<file path="src/rtl/rc_filter_pkg.sv">
// rtl/rc_filter_pkg.sv - shared widths, FSM states and saturation helper for the RC filter sequencer
package rc_filter_pkg;

   localparam int SAMPLE_W = 16;
   localparam int ALPHA_W  = 16;
   localparam int DIFF_W   = 18;
   localparam int PROD_W   = 35;

   typedef enum logic [1:0] {
      IDLE  = 2'd0,
      CALC  = 2'd1,
      WRITE = 2'd2,
      DONE  = 2'd3
   } seq_state_t;

   // Clamp an already-shifted product into the signed 16-bit sample range.
   function automatic logic signed [SAMPLE_W-1:0] sat16(input logic signed [PROD_W-1:0] v);
      logic signed [SAMPLE_W-1:0] r;
      if (v > 35'sd32767)
         r = 16'sh7FFF;
      else if (v < -35'sd32768)
         r = 16'sh8000;
      else
         r = v[SAMPLE_W-1:0];
      return r;
   endfunction

endpackage

</file>
<file path="src/rtl/rc_high_pass_mac.sv">
// rtl/rc_high_pass_mac.sv - shared RC high-pass multiply stage: prod = alpha * (prev_out + in - prev_in)
module rc_high_pass_mac
   import rc_filter_pkg::*;
(
   input  logic                       clk,
   input  logic                       reset,
   input  logic                       load,
   input  logic [ALPHA_W-1:0]         alpha,
   input  logic signed [SAMPLE_W-1:0] prev_out,
   input  logic signed [SAMPLE_W-1:0] in,
   input  logic signed [SAMPLE_W-1:0] prev_in,
   output logic signed [PROD_W-1:0]   prod
);

   logic signed [DIFF_W-1:0]  diff;
   logic signed [ALPHA_W:0]   alpha_s;

   // 18 bits hold the full range of a three-term sum of 16-bit samples.
   assign diff    = {{2{prev_out[SAMPLE_W-1]}}, prev_out}
                  + {{2{in[SAMPLE_W-1]}}, in}
                  - {{2{prev_in[SAMPLE_W-1]}}, prev_in};
   assign alpha_s = {1'b0, alpha};

   always_ff @(posedge clk) begin
      if (reset)
         prod <= '0;
      else if (load)
         prod <= alpha_s * diff;
   end

endmodule

</file>
<file path="src/rtl/rc_filter_channel_sequencer.sv">
// rtl/rc_filter_channel_sequencer.sv - time-multiplexed RC high-pass filter across CHANNELS audio channels
module rc_filter_channel_sequencer
   import rc_filter_pkg::*;
#(
   parameter int                 CHANNELS      = 4,
   parameter logic [ALPHA_W-1:0] DEFAULT_ALPHA = 16'd64924
) (
   input  logic                          clk,
   input  logic                          reset,
   input  logic                          audio_clk_en,
   input  logic [SAMPLE_W*CHANNELS-1:0]  in_flat,
   input  logic                          cfg_we,
   input  logic [$clog2(CHANNELS)-1:0]   cfg_ch,
   input  logic [ALPHA_W-1:0]            cfg_alpha,
   output logic [SAMPLE_W*CHANNELS-1:0]  out_flat,
   output logic                          out_valid,
   output logic                          busy,
   output logic                          overrun
);

   localparam int CH_W = $clog2(CHANNELS);
   localparam logic [CH_W-1:0] LAST_CH = CH_W'(CHANNELS - 1);

   seq_state_t state, state_nxt;
   logic [CH_W-1:0] ch;
   logic            mac_load;

   logic signed [SAMPLE_W-1:0] snap     [CHANNELS];
   logic signed [SAMPLE_W-1:0] prev_in  [CHANNELS];
   logic signed [SAMPLE_W-1:0] prev_out [CHANNELS];
   logic [ALPHA_W-1:0]         alpha_tab[CHANNELS];

   logic signed [PROD_W-1:0]   prod;
   logic signed [SAMPLE_W-1:0] y_sat;

   rc_high_pass_mac u_mac (
      .clk      (clk),
      .reset    (reset),
      .load     (mac_load),
      .alpha    (alpha_tab[ch]),
      .prev_out (prev_out[ch]),
      .in       (snap[ch]),
      .prev_in  (prev_in[ch]),
      .prod     (prod)
   );

   assign y_sat = sat16(prod >>> 16);
   assign busy  = (state != IDLE);

   always_comb begin
      state_nxt = state;
      mac_load  = 1'b0;
      case (state)
         IDLE:  if (audio_clk_en) state_nxt = CALC;
         CALC:  begin
                   mac_load  = 1'b1;
                   state_nxt = WRITE;
                end
         WRITE: state_nxt = (ch == LAST_CH) ? DONE : CALC;
         DONE:  state_nxt = IDLE;
         default: state_nxt = IDLE;
      endcase
   end

   always_ff @(posedge clk) begin
      if (reset) begin
         state     <= IDLE;
         ch        <= '0;
         out_valid <= 1'b0;
         overrun   <= 1'b0;
         out_flat  <= '0;
         for (int k = 0; k < CHANNELS; k++) begin
            snap[k]      <= '0;
            prev_in[k]   <= '0;
            prev_out[k]  <= '0;
            alpha_tab[k] <= DEFAULT_ALPHA;
         end
      end else begin
         state     <= state_nxt;
         out_valid <= (state == DONE);
         if (audio_clk_en && (state != IDLE))
            overrun <= 1'b1;
         // The MAC has already sampled the old alpha on this edge, so a colliding write lands next frame.
         if (cfg_we && (int'(cfg_ch) < CHANNELS))
            alpha_tab[cfg_ch] <= cfg_alpha;
         case (state)
            IDLE: if (audio_clk_en) begin
                     ch <= '0;
                     for (int k = 0; k < CHANNELS; k++)
                        snap[k] <= in_flat[SAMPLE_W*k +: SAMPLE_W];
                  end
            WRITE: begin
                     prev_out[ch] <= y_sat;
                     prev_in[ch]  <= snap[ch];
                     if (ch != LAST_CH)
                        ch <= ch + 1'b1;
                  end
            DONE: for (int k = 0; k < CHANNELS; k++)
                     out_flat[SAMPLE_W*k +: SAMPLE_W] <= prev_out[k];
            default: ;
         endcase
      end
   end

endmodule

</file>
<file path="config.mk">
export PLATFORM = sky130hd
export DESIGN_NAME = rc_filter_channel_sequencer
export DESIGN_NICKNAME = d
export VERILOG_FILES = /design/src/rtl/rc_filter_pkg.sv /design/src/rtl/rc_high_pass_mac.sv /design/src/rtl/rc_filter_channel_sequencer.sv
export SDC_FILE = /design/constraint.sdc
export NUM_CORES = 1
export LEC_CHECK = 0
export CAP_MARGIN = 25
export CORE_MARGIN = 2
export CORE_UTILIZATION = 41
export CTS_CLUSTER_SIZE = 10
export DETAILED_ROUTE_END_ITERATION = 8
export GPL_TIMING_DRIVEN = 0
export HOLD_SLACK_MARGIN = 0.15
export PLACE_DENSITY = 0.55
export REMOVE_ABC_BUFFERS = 1
export SETUP_SLACK_MARGIN = 0.2
export SKIP_CTS_REPAIR_TIMING = 1
export SLEW_MARGIN = 20
export SYNTH_ARGS = -nofsm -noshare
export SYNTH_HDL_FRONTEND = slang
export SYNTH_HIERARCHICAL = 1
export SYNTH_SLANG_ARGS = --single-unit
export TNS_END_PERCENT = 5
</file>
<file path="constraint.sdc">
create_clock -name clk -period 29.3 [get_ports clk]
set_input_delay 2.93 -clock clk [delete_from_list [all_inputs] [get_ports clk]]
set_output_delay 2.93 -clock clk [all_outputs]
set_load 0.1 [all_outputs]
</file>
==> impl_results.md, run 1 <==
- Outcome: complete, no violations
- Initial core utilization: between 40% and 50%
- Cell Area, Synth: 26900 sq um
- GRT Overall Usage: 20.4%
- Worst Setup End Kind: register
- Vias per cell: around 5
- R2R Setup Slk: about 19 ns
- CP Data Arrival Time: approximately 11 ns
- Filler Cells Inserted: roughly 6000
- Worst hold-check path type: reg -> reg
- CP most frequent cell: fa_1
- CTS H-tree depth: 2
- Number of antenna violations at the first check in global routing: 2
- Multi-input combinational cell area: 15300 sq um
- Fin util: a little under half
- CTS Sinks: 347
- Core area: 64700 sq um
- RSZ-0062 raised after global routing: no
- Iteration-0 DRC Markers: ~1000
- Reg area: 9520 sq um
- Die area: between 60000 and 70000 sq um
- Clock Skew: between 0.02 and 0.03 ns
- Total gr overflow: 0
- Die X: around 260 microns
- Slowest CP cell: mux4_2
- Post-route antenna net violation count: 0
- Final HPWL DP: roughly 49 mm
- CTS Buffer Depth: 3
- Min cycle time layout: a little over 10 ns
- YS warnings: 6
- DRC: 0
- CP required: a little under 30 ns
- Post-Route WL: ~67 mm
- CTS tree: built
- Fin. Hold Viols: 0
- Setup TNS: 0 ns
- Clock latency on the worst-skew pair: 0.56 ns
- CTS root buffer: clkbuf_16
- Final net count: a little over 3000
- DR vias: 17800
- Slew @ Worst Pin: roughly 1 ns
- Vias in the first global route: 19300
- Final setup fails: 0
- Largest net degree at the start of global routing: 67
- Row count: 93
- Post-Synthesis Cells: ~2500
- Dpl cells: about 3400
- Die Y: between 200 and 300 microns
- IO Port Bufs: 152
- Num CTS Buffers: 41
- First-pass GRT wire length: 107 mm
- Area Growth Syn to Fin: 13.9%
- Finished Layout Cells: about 3500
- Crit Path Class: reg -> reg
- Max-slew violations: 0
- Max cap viols: 0
- 1st-pass router iterations: 6
- Layout cell share with drive strength beyond 1: 7.32%
- Final Cycle Share: a little over a third
- Mapped Avg Cell Area: between 10 and 15 sq um
- Ant diodes: 0
- # IOs: ~150
- Crit path max fanout: 32
- Clock slew at reported path FFs: about 0.060 ns
- Rel. slew slack: between 30% and 40%
- Setup crit start kind: register
- Placer Congestion: 0.818
- Largest stage delay, worst path: 0.61 ns
- Avg WL per Cell: roughly 19 microns
- Fmax: between 90 and 100 MHz
## worst paths after layout
| path | to | from | depth (start not counted) |
|---|---|---|---|
| worst max register to register | u_mac/prod[28]$_SDFFE_PP0P_ | register | 34 |
| worst min register to register | out_flat[21]$_SDFFE_PP0P_ | out_flat[21]$_SDFFE_PP0P_ | 2 |
| worst min-delay path | out_flat[21]$_SDFFE_PP0P_ | out_flat[21]$_SDFFE_PP0P_ | 2 |
| worst max-delay path | u_mac/prod[28]$_SDFFE_PP0P_ | register | 34 |
## sequential cells by signal, indices dropped and copies added (netlist names), named ones only
| name | cells |
|---|---|
| state | 2 |
| snap | 64 |
| u_mac/prod | 19 |
| out_flat | 64 |
| prev_out | 64 |
| alpha_tab | 64 |
| out_valid | 1 |
| overrun | 1 |
| prev_in | 64 |
| ch | 2 |
## final cells by class
type | count | share of cell area, %
tap | 855 | 3.49
clock buffer | 58 | 3.56
clock inverter | 6 | 0.274
multi-input combinational | 1613 | 50.1
timing repair buffer | 178 | 6.33
inverter | 422 | 5.17
sequential | 347 | 31.1
## per-stage QoR
stage                     worst slack, ns  area [sq um]  hold slack (ns)
after floorplan                     18.26         26300            0.437
after detailed placement            18.54         29400            0.449
after CTS                           18.49         30600            0.458
after global placement              14.92         28900            0.447
final                               18.92         30600            0.456
after global routing                18.33         30600            0.481
## critical path, delay by kind of cell, from the launching register on
| family | cells | cell delay (ns) |
|---|---|---|
| compound gates | 11 | 3.09 |
| xor+xnor | 1 | 0.28 |
| simple gates | 3 | 0.41 |
| mux | 1 | 0.61 |
| fa+ha+maj | 10 | 4.28 |
| flops | 1 | 0.60 |
| buf+inv | 8 | 0.90 |
## cell usage in the layout, fill, tap and decap left out, drive strengths merged, types with 19 or more instances in the layout
master / instances
clkbuf: 59
o21ai: 28
and2: 252
nand2b: 61
nor2: 107
clkdlybuf4s50: 151
buf: 26
inv: 423
nor4: 20
xnor2: 26
mux4: 64
fa: 303
edfxtp: 256
a21oi: 102
and3: 19
a21boi: 20
dfxtp: 91
nand2: 311
ha: 109
## routing by layer
layer | track usage, % | vias up | wire length (microns)
li1 | - | 8220 | -
met1 | 26.6 | 9051 | 28100
met2 | 36.1 | 408 | 34200
met3 | 1.96 | 102 | 2760
met4 | 5.75 | 0 | 1500
met5 | 0 | - | 0
Power of run 1 is not shown: default switching activity piles up to over one toggle a cycle in this logic, so the estimate is an artifact.
==> run 2, diff against run 1 <==
Clock period 29.3 ns to 10.3 ns, I/O delays scaled along.
==> run 2 against run 1 <==
First-iteration DRC count increased by 8.1%. Final cell count grew 0.46%. Wire length rose by 1.5%. Hold slack hardly changed. Critical path type unchanged. Largest cell class unchanged. Highest routed layer unchanged.
==> impl_results.md, run 2 (same netlist as run 1, synthesis figures left out) <==
- CP Data Arrival Time: between 10 and 15 ns
- Vias in the first global route: 19300
- Final net count: 3117
- RSZ-0062 raised after global routing: no
- 1st-pass router iterations: 5
- Post-Route WL: about 68 mm
- Die X: approximately 260 microns
- CTS H-tree depth: 2
- Min cycle time layout: slightly below 10 ns
- R2R depth: 32
- Largest net degree at the start of global routing: 67
- Number of antenna violations at the first check in global routing: 2
- Ant diodes: 0
- Multi-input combinational cell area: roughly 15000 sq um
- Fin. Hold Viols: 0
- # IOs: approximately 150
- Max cap viols: 0
- CP required: 10.70 ns
- Final setup fails: 0
- Max Used Layer: met4
- Critical Path End: u_mac/prod[28]$_SDFFE_PP0P_
- Core area: around 65000 sq um
- Filler Cells Inserted: roughly 6000
- Total gr overflow: 0
- Worst R2R End: u_mac/prod[28]$_SDFFE_PP0P_
- Clock slew at reported path FFs: 0.06 ns
- Final Instance Area: 30900 sq um
- Row count: 93
- Vias per cell: 5.13
- CTS tree: built
- DR vias: ~18000
- CTS Sinks: approximately 350
- Slowest CP cell: fa_1
- Crit path max fanout: 17
- Reg area: approximately 9500 sq um
- Slew @ Worst Pin: roughly 1 ns
- Outcome: complete, no violations
- Layout cell share with drive strength beyond 1: 8.22%
- Iteration-0 DRC Markers: approximately 1100
- Clock Skew: about 0.027 ns
- Final Cycle Share: between 90 and 100%
- Setup TNS: 0 ns
- Rel. slew slack: between 30% and 40%
- Die Y: around 260 microns
- Hold wc startpoint: out_flat[21]$_SDFFE_PP0P_
- Placer Congestion: 0.818
- Num CTS Buffers: between 40 and 50
- Metal2 WL: 34.6 mm
- CTS Buffer Depth: 3
- CTS root buffer: clkbuf_16
- Final HPWL DP: 49.5 mm
- R2R Setup Slk: 0.66 ns
- DRC: 0
- Initial core utilization: between 40% and 50%
- Most frequent cells in the layout: 421 x inv_1, 309 x nand2_1, 301 x fa_1
- IO Port Bufs: around 150
- Crit Path Class: reg -> reg
- Largest stage delay, worst path: between 0.5 and 0.6 ns
- Finished Layout Cells: 3495
- Area Growth Syn to Fin: 14.9%
- Post-route antenna net violation count: 0
- Clock latency on the worst-skew pair: around 0.56 ns
- Max-slew violations: 0
- Setup crit start kind: register
- GRT Overall Usage: 20.4%
- CP most frequent cell: fa_1
- Worst Setup End Kind: register
- Dpl cells: 3413
- First-pass GRT wire length: between 100 and 150 mm
- Worst hold-check path type: reg -> reg
- Avg WL per Cell: around 19 microns
- Fmax: 104 MHz
- Placed cell areas: approximately 29000 sq um
- Met3 wire length: around 2.8 mm
- Met1 wire length: 28.6 mm
- Commonest non-fill, non-tap cell in the layout: inv_1
- Fin util: 47.8%
- Die area: 67700 sq um
[run 2: worst min-delay path by stage]
stage,end,slack (ns),cells after the start
detailed placement,out_flat[63]$_SDFFE_PP0P_,0.45,2
CTS,out_flat[21]$_SDFFE_PP0P_,0.46,2
global placement,out_flat[16]$_SDFFE_PP0P_,0.45,2
floorplan,u_mac/prod[27]$_SDFFE_PP0P_,0.44,2
finish,out_flat[21]$_SDFFE_PP0P_,0.46,2
global route,out_flat[50]$_SDFFE_PP0P_,0.48,2
[run 2: worst max-delay path, delay by kind of cell (launching register included)]
kind | cells | cell delay (ns)
fa+ha+maj | 9 | 4.28
xor+xnor | 1 | 0.27
mux | 1 | 0.54
simple gates | 3 | 0.44
buf+inv | 7 | 0.85
flops | 1 | 0.40
compound gates | 11 | 2.69
[run 2: metrics by stage]
stage          hold WS [ns]  setup slack, ns
2_1_floorplan         0.437           -0.739
3_3_place_gp          0.447            -4.08
3_5_place_dp          0.449           -0.462
4_1_cts               0.458           -0.513
5_1_grt               0.481            0.242
6_report              0.456            0.657
[run 2: area by class of cell]
class	count	area share (%)
clock buffer	58	3.53
clock inverter	6	0.271
inverter	422	5.13
multi-input combinational	1614	50.0
sequential	347	30.8
tap	855	3.46
timing repair buffer	193	6.85
[run 2: per-layer routing]
metal / global-route usage [%] / vias to the layer above
li1: - / 8251
met1: 26.6 / 9124
met2: 36.1 / 443
met3: 1.96 / 104
met4: 5.75 / 0
met5: 0 / -
Power of run 2 is left out for the same reason.
==> run 3, diff against run 2 <==
Clock period 10.3 ns to 10 ns, I/O delays scaled along.
==> run 3 against run 2 <==
Register-to-register slack worse by 0.15 ns. Critical path depth unchanged. Non-clock buffer count up 26. Global-route usage unchanged. Core utilization up 0.47 points. Sequential share of layout area down 0.30 points. Fmax up 1.6%. Wire length up 0.53%. Critical path type unchanged. Hold slack worse by 0.0013 ns.
==> impl_results.md, run 3 (same netlist as run 1, synthesis figures left out) <==
- Outcome: complete, no violations
- R2R Setup Slk: ~0.51 ns
- # IOs: 153
- Fin. Hold Viols: 0
- Row count: 93
- RSZ-0062 raised after global routing: yes
- Placer Congestion: around 0.82
- Filler Cells Inserted: between 5000 and 6000
- CTS H-tree depth: 2
- Number of antenna violations at the first check in global routing: 2
- Die area: 67700 sq um
- Initial core utilization: 41.6%
- Final HPWL DP: just under 50 mm
- Worst hold-check path type: reg -> reg
- Clock slew at reported path FFs: ~0.06 ns
- Most frequent cells in the layout: 421 x inv_1, 309 x nand2_1, 299 x fa_1
- GRT Overall Usage: ~20%
- CP Data Arrival Time: a little under 10 ns
- Vias per cell: around 5.1
- Placed cell areas: 29400 sq um
- Total gr overflow: 0
- Final setup fails: 0
- First-pass GRT wire length: about 110 mm
- CP most frequent cell: fa_1
- Area Growth Syn to Fin: 16.0%
- Post-Route WL: about 68 mm
- Critical Path End: u_mac/prod[33]$_SDFFE_PP0P_
- Rel. slew slack: between 30% and 40%
- DRC: 0
- Die X: 260 microns
- Fmax: roughly 110 MHz
- 1st-pass router iterations: 5
- Vias in the first global route: just under 20000
- Crit Path Class: reg -> reg
- Setup crit start kind: register
- Final net count: ~3100
- Final Cycle Share: 94.9%
- Iteration-0 DRC Markers: just over 1000
- R2R depth: 32
- Setup WS pre-CTS: -0.762 ns
- Commonest non-fill, non-tap cell in the layout: inv_1
- Ant diodes: 0
- Crit path max fanout: 11
- Worst Setup End Kind: register
- Clock latency on the worst-skew pair: approximately 0.56 ns
- Final worst setup slack: 0.510 ns
- Slew @ Worst Pin: 1.00 ns
- CTS root buffer: clkbuf_16
- Final Instance Area: roughly 31000 sq um
- Clock Skew: around 0.024 ns
- Num CTS Buffers: between 40 and 50
- Post-route antenna net violation count: 0
- Largest net degree at the start of global routing: between 60 and 70
- Avg WL per Cell: around 19 microns
- CTS Buffer Depth: 3
- Min cycle time layout: 9.49 ns
- Layout cell share with drive strength beyond 1: 9.49%
- Largest stage delay, worst path: approximately 0.76 ns
- Slowest CP cell: fa_2
- Hold_ws: ~0.46 ns
- CP required: 10.43 ns
- Worst R2R End: u_mac/prod[33]$_SDFFE_PP0P_
- Core area: between 60000 and 70000 sq um
- IO Port Bufs: approximately 150
- CTS Sinks: 347
- DR vias: about 18000
- Max-slew violations: 0
- CTS tree: built
- Max cap viols: 0
- Die Y: approximately 260 microns
-- run 3: cell types whose count changed in the layout (fill, tap and decap cells not counted), sizes merged --
cell    previous run  this run
buf               40        65
clkbuf            60        61
-- run 3: layout make-up --
cell class	count	area, sq um	area share [%]
Timing Repair Buffer	219	2330	7.48
Clock inverter	6	83.8	0.269
Tap cell	855	1070	3.43
Sequential cell	347	9520	30.5
Clock buffer	58	1090	3.49
Multi-Input combinational cell	1614	15500	49.8
Inverter	422	1580	5.08
-- run 3: worst min path at each step --
stage / end / cells after the start / from
final: out_flat[21]$_SDFFE_PP0P_ / 2 / out_flat[21]$_SDFFE_PP0P_
after global placement: out_flat[16]$_SDFFE_PP0P_ / 2 / out_flat[16]$_SDFFE_PP0P_
after floorplan: u_mac/prod[27]$_SDFFE_PP0P_ / 2 / u_mac/prod[27]$_SDFFE_PP0P_
after CTS: out_flat[21]$_SDFFE_PP0P_ / 2 / out_flat[21]$_SDFFE_PP0P_
after detailed placement: out_flat[63]$_SDFFE_PP0P_ / 2 / out_flat[63]$_SDFFE_PP0P_
after global routing: out_flat[50]$_SDFFE_PP0P_ / 2 / out_flat[50]$_SDFFE_PP0P_
-- run 3: worst max-delay path, delay by kind of cell, from the launching register on --
kind            cells  cell delay [ns]
compound gates     13             2.65
fa+ha+maj           9             4.45
buf+inv             7             0.77
flops               1             0.40
mux                 1             0.56
simple gates        2             0.50
-- run 3: metal layers --
metal	GRT usage, %	wire (microns)	part of all wire, %	up-vias
li1	-	-	-	8307
met1	26.6	28500	42	9137
met2	36.1	34800	51	448
met3	1.96	3010	4.4	109
met4	5.75	1650	2.4	0
met5	0	0	0	-
-- run 3: per-stage QoR --
| stage | setup TNS, ns | instances | util (%) |
|---|---|---|---|
| finish | 0 | 3521 | 48.2 |
| global route | 0 | 3521 | 48.2 |
| CTS | -8.45 | 3477 | 47.3 |
| detailed placement | -7.68 | 3413 | 45.5 |
| global placement | -75.76 | 3389 | 44.7 |
| floorplan | -15.58 | 2382 | - |
Power of run 3 is left out for the same reason.
